### config.mk
export PLATFORM = sky130hd
export DESIGN_NAME = controle_direcao
export DESIGN_NICKNAME = d
export VERILOG_FILES = /design/src/rtl/snake_pkg.sv /design/src/rtl/filtro_tecla.sv /design/src/rtl/controle_direcao.sv
export SDC_FILE = /design/constraint.sdc
export NUM_CORES = 1
export LEC_CHECK = 0
export ABC_AREA = 1
export CAP_MARGIN = 40
export CORE_UTILIZATION = 50
export CTS_CLUSTER_DIAMETER = 120
export DETAILED_ROUTE_END_ITERATION = 8
export PLACE_DENSITY = 0.74
export SLEW_MARGIN = 20
export SYNTH_ARGS = -nofsm -noshare
export SYNTH_HDL_FRONTEND = slang
export SYNTH_SLANG_ARGS = --single-unit
### constraint.sdc
create_clock -name clk -period 2.2 [get_ports clk]
set_input_delay 0.44 -clock clk [delete_from_list [all_inputs] [get_ports clk]]
set_output_delay 0.44 -clock clk [all_outputs]
set_load 0.01 [all_outputs]
### src/rtl/snake_pkg.sv
`default_nettype none
// ============================================================================
// Module      : snake_pkg
// Description : Shared definitions for the snake game core: heading
//               encodings, the direction-control FSM state encoding and a
//               helper returning the opposite heading.
// Ports       : none (package)
// Revision    : 1.0 - initial release
// ============================================================================
package snake_pkg;

    localparam logic [1:0] DIR_UP    = 2'b00;
    localparam logic [1:0] DIR_RIGHT = 2'b01;
    localparam logic [1:0] DIR_DOWN  = 2'b10;
    localparam logic [1:0] DIR_LEFT  = 2'b11;

    typedef enum logic [1:0] {
        ST_IDLE = 2'd0,
        ST_RUN  = 2'd1,
        ST_HALT = 2'd2
    } state_t;

    // Opposite headings differ only in the upper bit of the encoding.
    function automatic logic [1:0] reverse_dir(input logic [1:0] heading);
        return heading ^ 2'b10;
    endfunction

endpackage
`default_nettype wire

### src/rtl/filtro_tecla.sv
`default_nettype none
// ============================================================================
// Module      : filtro_tecla
// Description : Decodes the w/a/s/d keys into a single direction candidate
//               and requires it to be sampled on STABLE consecutive edges
//               before it is accepted.
// Ports       : clk, rst_n      - clock, synchronous active-low reset
//               enable          - filter runs when high, held cleared when low
//               w, a, s, d      - raw keys (up, left, down, right)
//               accept          - high on the edge the candidate is accepted
//               acc_dir[1:0]    - direction carried with accept
// Revision    : 1.0 - initial release
// ============================================================================
module filtro_tecla #(
    parameter int STABLE = 2
) (
    input  logic       clk,
    input  logic       rst_n,
    input  logic       enable,
    input  logic       w,
    input  logic       a,
    input  logic       s,
    input  logic       d,
    output logic       accept,
    output logic [1:0] acc_dir
);
    import snake_pkg::*;

    localparam int            CW       = $clog2(STABLE + 1);
    localparam logic [CW-1:0] C_STABLE = CW'(STABLE);
    localparam logic [CW-1:0] C_ONE    = CW'(1);

    logic [CW-1:0] stab_cnt;
    logic [CW-1:0] cnt_next;
    logic [1:0]    last_cand;
    logic [1:0]    cand;
    logic          cand_v;
    logic          restart;

    // Exactly one key pressed gives a candidate; anything else gives none.
    always_comb begin
        cand_v = 1'b0;
        cand   = DIR_UP;
        case ({w, a, s, d})
            4'b1000: begin cand_v = 1'b1; cand = DIR_UP;    end
            4'b0001: begin cand_v = 1'b1; cand = DIR_RIGHT; end
            4'b0010: begin cand_v = 1'b1; cand = DIR_DOWN;  end
            4'b0100: begin cand_v = 1'b1; cand = DIR_LEFT;  end
            default: begin cand_v = 1'b0; cand = DIR_UP;    end
        endcase
    end

    always_comb begin
        restart = !cand_v || (cand != last_cand);
        if (restart) begin
            cnt_next = cand_v ? C_ONE : '0;
        end else if (stab_cnt != C_STABLE) begin
            cnt_next = stab_cnt + C_ONE;
        end else begin
            cnt_next = stab_cnt;
        end
        // Fire only on the edge the count arrives at STABLE, not while it
        // sits saturated; a restart that lands on STABLE (STABLE=1) fires too.
        accept  = enable && cand_v && (cnt_next == C_STABLE) &&
                  (restart || (stab_cnt != C_STABLE));
        acc_dir = cand;
    end

    always_ff @(posedge clk) begin
        if (!rst_n || !enable) begin
            stab_cnt  <= '0;
            last_cand <= DIR_UP;
        end else begin
            stab_cnt  <= cnt_next;
            last_cand <= cand;
        end
    end

endmodule
`default_nettype wire

### src/rtl/controle_direcao.sv
`default_nettype none
// ============================================================================
// Module      : controle_direcao
// Description : Player-input front end for the snake core. Filters keys,
//               latches the last accepted request and commits it to the
//               heading on each periodic step, discarding 180-degree turns.
// Ports       : clk, rst_n          - clock, synchronous active-low reset
//               start               - begins/restarts a game outside RUN
//               w, a, s, d          - raw keys (up, left, down, right)
//               game_over, win      - from core; stop stepping
//               dir[1:0]            - committed heading (registered)
//               step                - one-cycle advance pulse (registered)
//               running             - high while in RUN (registered)
// Revision    : 1.0 - initial release
// ============================================================================
module controle_direcao #(
    parameter int TICK_DIV = 4,
    parameter int STABLE   = 2
) (
    input  logic       clk,
    input  logic       rst_n,
    input  logic       start,
    input  logic       w,
    input  logic       a,
    input  logic       s,
    input  logic       d,
    input  logic       game_over,
    input  logic       win,
    output logic [1:0] dir,
    output logic       step,
    output logic       running
);
    import snake_pkg::*;

    localparam int            TW        = $clog2(TICK_DIV);
    localparam logic [TW-1:0] TICK_LAST = TW'(TICK_DIV - 1);
    localparam logic [TW-1:0] TICK_ONE  = TW'(1);

    state_t        state;
    logic [TW-1:0] tick_cnt;
    logic [1:0]    pending;
    logic          pend_v;
    logic          accept;
    logic [1:0]    acc_dir;
    logic          filt_en;

    // The filter is only live in RUN; leaving RUN clears it.
    assign filt_en = (state == ST_RUN);

    filtro_tecla #(
        .STABLE (STABLE)
    ) u_filtro (
        .clk     (clk),
        .rst_n   (rst_n),
        .enable  (filt_en),
        .w       (w),
        .a       (a),
        .s       (s),
        .d       (d),
        .accept  (accept),
        .acc_dir (acc_dir)
    );

    always_ff @(posedge clk) begin
        if (!rst_n) begin
            state    <= ST_IDLE;
            dir      <= DIR_RIGHT;
            step     <= 1'b0;
            running  <= 1'b0;
            tick_cnt <= '0;
            pending  <= DIR_UP;
            pend_v   <= 1'b0;
        end else begin
            step <= 1'b0;
            case (state)
                ST_IDLE: begin
                    if (start) begin
                        state    <= ST_RUN;
                        running  <= 1'b1;
                        tick_cnt <= '0;
                        pend_v   <= 1'b0;
                    end
                end
                ST_RUN: begin
                    // Stop requests win over a step landing on the same edge.
                    if (game_over || win) begin
                        state   <= ST_HALT;
                        running <= 1'b0;
                    end else begin
                        if (tick_cnt == TICK_LAST) begin
                            tick_cnt <= '0;
                            step     <= 1'b1;
                            if (pend_v && (pending != reverse_dir(dir))) begin
                                dir <= pending;
                            end
                            // Reversals are dropped, not kept for later.
                            pend_v <= 1'b0;
                        end else begin
                            tick_cnt <= tick_cnt + TICK_ONE;
                        end
                        // Placed after the commit so a key accepted on a step
                        // edge survives for the following step.
                        if (accept) begin
                            pending <= acc_dir;
                            pend_v  <= 1'b1;
                        end
                    end
                end
                ST_HALT: begin
                    if (start && !game_over && !win) begin
                        state    <= ST_RUN;
                        running  <= 1'b1;
                        dir      <= DIR_RIGHT;
                        tick_cnt <= '0;
                        pend_v   <= 1'b0;
                    end
                end
                default: begin
                    state   <= ST_IDLE;
                    running <= 1'b0;
                end
            endcase
        end
    end

endmodule
`default_nettype wire

Yosys cells after proc, flatten, opt, wreduce, memory -nomap -nowiden
Index checks and enable logic that the tools add are counted. Widths: inputs -> output; s select.

Output and inout bits: 4. Word-level logic and storage cells: 87. Register bits after elaboration: 15. Input bits: 9.

Reductions and logical operators: 25. Add/subtract/negate cells: 2. Bitwise operators: 4. Multiplexer cells: 29. Equal/unequal tests: 18.

Operators with widths (count): $mux 2 (12); $pmux 2 s3 (3); $ne 2x2->1 const B (7); $mux 1 (11); $reduce_and 5->1 (2); $eq 2x2->1 const B (3); $logic_and 1x1->1 (6); $pmux 1 s3 (2); $reduce_and 3->1 (2); $logic_not 1->1 (5); $add 2x1->2 const B (2); $eq 4x1->1 const B (1); $eq 4x2->1 const B (1); $eq 4x3->1 const B (1); $eq 4x4->1 const B (1); $logic_or 1x1->1 (4); $ne 2x2->1 (2); $not 1->1 (4); $pmux 2 s2 (1); $reduce_and 4->1 (1); $reduce_or 4->1 (1); $ne 3x3->1 const B (1); $reduce_bool 3->1 (1); $reduce_or 3->1 (1); other kinds (3) (3).

Logic depth before layout (Yosys ltp)
Gate-level depths: netlist (run 1).

Word-level depth: 12. Depth in mapped cells: 11. Depth with buffers taken out: 11.

Cells and area by module
Synthesis (run 1) repeated with hierarchy kept, for this count alone.

Cell total of the unflattened synthesis: 146. Area total of the unflattened synthesis: 1022.2 sq um.

By module, submodules not included: controle_direcao (times used 1, cells an instance 95, seq. area each 220.2 sq um, area each 663.1 sq um); filtro_tecla (times used 1, cells an instance 51, seq. area each 80.1 sq um, area each 359.1 sq um).

Worst setup path before layout (run 1)
Ideal clock, no wire load.

Kind: reg-to-reg. From: register state[1]. To: register dir[0]. Clock period less this slack: 1.394 ns. Stages on the path, launching flop included: 9. Data arrival time: 1.268 ns. Data required time: 2.074 ns. Library setup time: 0.126 ns. Path slack: 0.806 ns. Buffers on the path: 0. Cells stage by stage: dfxtp_1 inv_1 ha_1 inv_2 nor2_1 nor3b_1 nand3_1 nand2_1 o211ai_1.

Word-level cells in the longest chain between the ends: 3. Elaborated cells between the ends (all ways): 9. Classes of those cells: eq/ne (6); mux (1); reduce/logical (2).

RTL lines: from (decl) (RTL line controle_direcao.sv:39) `state_t state;`; from (signal assigned) (RTL line controle_direcao.sv:66) `state <= ST_IDLE;`; from (signal assigned) (RTL line controle_direcao.sv:78) `state <= ST_RUN;`; from (signal assigned) (RTL line controle_direcao.sv:87) `state <= ST_HALT;`; $eq 2x2->1 / $eq 2x1->1 (equally long branches) (RTL line controle_direcao.sv:75) `case (state)`; $ne 2x2->1 (no source line) / $reduce_bool 2->1 (equally long branches); $reduce_and 5->1 (no source line); to (signal assigned) (RTL line controle_direcao.sv:94) `dir <= pending;`; to (decl) (RTL line controle_direcao.sv:29) `output logic [1:0] dir,`.

Parallel ways exist; a longest one is shown, timed or not. A chain may end at the register's enable or synchronous reset.

Worst setup path after layout (run 1)
Ends and elaborated chain as after synthesis.

==> results of run 1 <==
worst max-delay path by stage:
stage	from	to	slack (ns)	cells past startpoint
2_1_floorplan	state[1]	dir[0]	0.81	8
3_3_place_gp	a	pending[1]	0.31	10
3_5_place_dp	w	pending[1]	0.28	11
4_1_cts	state[1]	dir[0]	0.55	8
5_1_grt	state[1]	dir[0]	0.37	8
6_report	state[1]	dir[0]	0.55	8
stage by stage:
stage / std cells / util, %
6_report: 166 / 67.2
5_1_grt: 166 / 67.2
4_1_cts: 166 / 67.2
3_5_place_dp: 162 / 65.5
3_3_place_gp: 162 / 65.5
2_1_floorplan: 126 / -
sequential cells by signal, indices dropped and copies added (netlist names):
name / flops
dir: 2
pend_v: 1
pending: 2
running: 1
state: 2
step: 1
tick_cnt: 2
u_filtro.last_cand: 2
u_filtro.stab_cnt: 2
power by group:
| group | internal (mW) | total [mW] | switching [mW] |
|---|---|---|---|
| Clock | 0.0677 | 0.156 | 0.0885 |
| Combinational | 0.109 | 0.266 | 0.157 |
| Sequential | 0.298 | 0.319 | 0.0208 |
| Total | 0.475 | 0.741 | 0.266 |
critical path, stage by stage (launching register included):
cell      delay [ns]
dfxtp_1         0.39
inv_1           0.08
ha_1            0.26
inv_2           0.10
nor2_1          0.07
nor3b_1         0.27
nand3_1         0.18
nand2_1         0.10
o211ai_1        0.08
cell usage after synthesis, drive strengths merged:
library cell,number
nor3,1
inv,25
xor2,1
dfxtp,15
nand2,30
o211ai,2
ha,7
nand3,5
xnor2,1
o21ai,4
nor3b,1
nand4,3
o31ai,1
nor2,19
a21oi,10
nand3b,1
per-layer routing:
layer  track usage, %  vias to the layer above  share of wire, %
met3             7.35                        7               4.0
met2             31.5                       13                46
met4             14.5                        0               2.7
met5                0                        -                 0
li1                 -                      427                 -
met1             26.1                      353                47
area by class of cell:
type / count / area (µm²) / share of cell area, %
flip-flops and latches: 15 / 300 / 28.0
well taps: 24 / 30.0 / 2.80
inverters: 25 / 93.8 / 8.76
clock buffers: 3 / 22.5 / 2.10
multi-input cells: 86 / 499 / 46.6
clock inverters: 1 / 5.00 / 0.467
repair buffers: 12 / 120 / 11.2
kinds of logic (layout without fill, tap and decap cells):
| kind of cell | count (synthesis) | in the layout |
|---|---|---|
| flip-flops | 15 | 15 |
| XOR/XNOR | 2 | 2 |
| AND/OR/NAND/NOR | 60 | 60 |
| AO/OA/AOI/OAI | 17 | 17 |
| adder cells (fa/ha/maj) | 7 | 7 |
| buffers and inverters | 25 | 41 |
==> out/qor.yml, run 1 <==
placed_design:
  dpl_cell_area_um2: 1040
  dp_hpwl_um: 1370
  port_buffers: 12
  preCtsSetupSlack_ns: 0.284
  gp_congestion: 0.795
worst_hold_path:
  hold_depth: 2
  hp-class: "flop to flop"
  hold_start: "running"
  hold_path_end: "running"
cts:
  clock-sinks: 15
  post_cts_buffers: 0
  clockBufferDepth: 2
  hold_buffers: 0
  cts_resized: 0
  htree_levels: 1
  cts-root-buf: "clkbuf_4"
  clk-insertion-delay-late_ns: 0.29
  cts_buffers: 3
  cts_tree: "done"
  clk_pin_slew_worst_paths_ns: 0.09
detailed_routing:
  wl_per_cell_um: 9.83
  drtIter0Drc: 18
  ant_nets: 0
  drcViolationCount: 2
  wl_um: 1630
  vias: 800
  first_pass_iters: 6
  via_per_inst: 4.82
timing:
  min_period_ns: 1.65
  fin_ws_ns: 0.550
  hold_viol: 0
  relSlewSlack_pct: 73.6
  setup_viol: 0
  fin_crit_sh_pct: 75.0
  skew_ns: 0.00503
  setup-tns-final_ns: 0
  maxSlewViolCount: 0
  worst_pin_slew_ns: 0.393
  fmax_mhz: 606
  hold_ws_ns: 0.471
  grt_setup_unrepaired: "false"
worst_setup_path:
  critical_path.max_fanout: 5
  rrSetupSlack_ns: 0.55
  required_ns: 2.37
  crit_path_start_kind: "flop"
  reg2reg_from: "state[1]"
  arrival_ns: 1.82
  r2r_end: "dir[0]"
  critical_path_class: "flop to flop"
  r2r_cells: 8
  endpoint_kind: "flop"
cells_and_area:
  n_fill_cell: 145
  nets: 159
  design_area_um2: 1070
  syn2layout_area_growth_pct: 19.9
  layout_common_cells: "nand2_1 (25), inv_1 (22), dfxtp_1 (15)"
  final_layout_size_suffix_gt1_share_pct: 13.4
  layout_commonest_cell: "nand2_1"
  antennaDiodeCount: 0
die:
  row_count: 14
  initial_core_util_pct: 56.0
  io_pins: 13
  dieArea_um2: 1960
  core_area_um2: 1590
  chipHeight_um: 44.3
  chipWidth_um: 44.3
yosys:
  synth_top_family_by_area: "simple AND/OR/NAND/NOR gates"
  synth_simple_gate_area_share_pct: 33.3
  synth_fa_ha_area_share_pct: 9.80
  syn_inst: 126
  synth_top_cell_area_share_pct: 33.6
  synth_area_leaders: "dfxtp_1 (34%), nand2_1 (11%), ha_1 (9.8%)"
  synthDistinctLibCells: 23
  synth-compound-area-share_pct: 10.8
  postSynthAreaPerCell_um2: 7.09
  syn-cell-area_um2: 893
  synth_fp_nets: 142
  synth-seq-cells: 15
  yosysSeqAreaShare_pct: 33.6
  synthMuxAreaShare_pct: 0
  synth-xor-area-share_pct: 1.96
  synth.largest_area_cell: "dfxtp_1"
  ys_warn_count: 0
pwr:
  p_per_area_nw_per_um2: 692
  p_total_uw: 741
  vdd_drop_max_mv: 0.482
  p_leak_nw: 0.477
flow_run:
  cap_violations: 0
global_routing:
  grtUsageTotal_pct: 21.4
  grt_max_degree: 10
  grt_pass1_wl_um: 2990
  grt_pass1_vias: 736
  grt-ovfl-total: 0
  antenna_found_initial: 0
status:
  failed_checks: "DRC"
  status: "finished with violations"
Power figures use the tool's default switching activity.
==> run 2, diff against run 1 <==
==> constraint.sdc (replaced) <==
create_clock -name clk -period 1.7 [get_ports clk]
set_input_delay 0.34 -clock clk [delete_from_list [all_inputs] [get_ports clk]]
set_output_delay 0.34 -clock clk [all_outputs]
set_load 0.01 [all_outputs]
==> out/qor.yml, run 2 (synthesis results as in run 1) <==
die:
  chipWidth_um: 44.3  # unchanged
  io_pins: 13  # unchanged
  dieArea_um2: 1960  # unchanged
  chipHeight_um: 44.3  # unchanged
  core_area_um2: 1590  # unchanged
  initial_core_util_pct: 56.0  # unchanged
  row_count: 14  # unchanged
timing:
  fin_crit_sh_pct: 91.1
  fin_ws_ns: 0.151  # -0.400 ns
  skew_ns: 0.00516  # +0.000132 ns
  relSlewSlack_pct: 72.1  # -1.5 points
  maxSlewViolCount: 0  # unchanged
  worst_pin_slew_ns: 0.415  # +0.0220 ns
  grt_setup_unrepaired: "false"
  min_period_ns: 1.55
  hold_viol: 0  # unchanged
  fmax_mhz: 645
  setup_viol: 0  # unchanged
  setup-tns-final_ns: 0  # unchanged
worst_setup_path:
  reg2reg_from: "state[1]"
  rrSetupSlack_ns: 0.18  # -0.37 ns
  crit_family: "buffers and inverters"
  r2r_cells: 8  # unchanged
  slowest_stage: "clkdlybuf4s50_1"
  required_ns: 1.36  # -1.01 ns
  crit_path_start_kind: "flop"
  arrival_ns: 1.21  # -0.61 ns
  endpoint_kind: "output pin"
  r2r_end: "dir[0]"
  critical-path-max-stage-delay_ns: 0.55  # +0.16 ns
  critical_path_class: "flop to output pin"
  worst-path-buf-inv: 1  # -1
  path_cells: "clkdlybuf4s50_1"
  critical_path.max_fanout: 3  # -2
global_routing:
  grt_pass1_wl_um: 2930  # -2.1%
  grt_pass1_vias: 713  # -3.1%
  grt_max_degree: 9  # -1
  antenna_found_initial: 0  # unchanged
  grt-ovfl-total: 0  # unchanged
  grtUsageTotal_pct: 20.2  # -1.2 points
cts:
  clk_pin_slew_worst_paths_ns: 0.10  # about the same
  cts-root-buf: "clkbuf_4"
  cts_tree: "done"
  hold_buffers: 0  # unchanged
  clock-sinks: 15  # unchanged
  htree_levels: 1  # unchanged
  clockBufferDepth: 2  # unchanged
  cts_buffers: 3  # unchanged
  clk-insertion-delay-late_ns: 0.28  # about the same
pwr:
  p_leak_nw: 0.510  # +7.1%
  p_per_area_nw_per_um2: 885  # +28%
  vdd_drop_max_mv: 0.711  # +47%
worst_hold_path:
  hold_start: "running"
  hold_path_end: "running"
  hp-class: "flop to flop"
  hold_depth: 2  # unchanged
status:
  status: "finished with violations"
  failed_checks: "DRC"
placed_design:
  dpl_cell_area_um2: 1100  # +5.0%
  port_buffers: 12  # unchanged
  dp_hpwl_um: 1350  # -1.1%
  preCtsSetupSlack_ns: -0.112  # -0.396 ns
  gp_congestion: 0.797  # +0.26%
detailed_routing:
  wl_per_cell_um: 10.1  # +2.2%
  via_per_inst: 4.72  # -2.0%
  ant_nets: 0  # unchanged
  first_pass_iters: 6  # unchanged
  vias: 817  # +2.1%
  drcViolationCount: 2  # unchanged
  wl_um: 1740  # +6.6%
  drtIter0Drc: 21  # +3
cells_and_area:
  nets: 166  # +4.4%
  final_layout_size_suffix_gt1_share_pct: 18.1  # +4.7 points
  syn2layout_area_growth_pct: 26.3
  antennaDiodeCount: 0  # unchanged
  layout_commonest_cell: "nand2_1"
  layout_common_cells: "nand2_1 (25), inv_1 (22), nor2_1 (14), dfxtp_1 (14), clkdlybuf4s50_1 (12)"
  multiInputGateArea_um2: 504  # +1.0%
  design_area_um2: 1130  # +5.4%
  fin_util_pct: 70.8  # +3.6 points
  seqCellArea_um2: 302  # +0.42%
  n_fill_cell: 148  # +2.1%
flow_run:
  cap_violations: 0  # unchanged
-- run 2: cell count changes in the layout (fill, tap and decap cells not counted) --
| cell | change |
|---|---|
| nor3b_2 | +1 |
| clkinv_2 | -1 |
| dfxtp_2 | +1 |
| buf_4 | +7 |
| clkbuf_1 | +1 |
| dfxtp_1 | -1 |
| nor3b_1 | -1 |
-- run 2: how the worst max path moves through the flow --
stage	endpoint	startpoint	cells past startpoint	slack [ns]
6_report	dir[1]	dir[1]	1	0.15
5_1_grt	pending[1]	a	11	0.001
4_1_cts	dir[0]	state[1]	8	0.12
3_5_place_dp	pending[1]	s	10	-0.11
3_3_place_gp	pending[0]	s	10	-0.07
2_1_floorplan	dir[0]	state[1]	8	0.31
-- run 2: what timing repair did --
action,in CTS,in global routing
setup buffers,0,0
resized for setup,0,2
setup endpoints to repair,0,2
-- run 2: layout make-up --
type                            count  area share (%)
Clock buffer                        4            2.33
Inverter                           25            8.31
Multi-Input combinational cell     86            44.7
Sequential cell                    15            26.7
Tap cell                           24            2.66
Timing Repair Buffer               19            15.3
-- run 2: worst register-to-register path, cell delays in order (launching register included) --
cell,delay [ns]
dfxtp_1,0.40
inv_1,0.08
ha_1,0.21
inv_2,0.08
nor2_1,0.08
nor3b_2,0.25
nand3_1,0.16
nand2_1,0.08
o211ai_1,0.07
-- run 2: layer usage --
| layer | GRT usage [%] | part of all wire, % | vias to the layer above |
|---|---|---|---|
| met2 | 29.7 | 44 | 17 |
| met5 | 0 | 0 | - |
| met4 | 5.45 | 0.81 | 0 |
| li1 | - | - | 442 |
| met1 | 30.2 | 51 | 356 |
| met3 | 3.67 | 4.5 | 2 |
-- run 2: metrics by stage --
stage / total power [mW] / cells / hold WS [ns]
after detailed placement: 0.781 / 169 / 0.459
final: 0.999 / 173 / 0.471
after global routing: 1.08 / 173 / 0.489
after floorplan: 0.657 / 126 / 0.439
after global placement: 0.772 / 169 / 0.450
after CTS: 0.986 / 173 / 0.475
-- run 2: power by group --
| part | leakage (nW) | internal, mW | switching [mW] |
|---|---|---|---|
| registers | 0.122 | 0.388 | 0.0272 |
| logic | 0.373 | 0.163 | 0.214 |
| clock network | 0.0150 | 0.0909 | 0.116 |
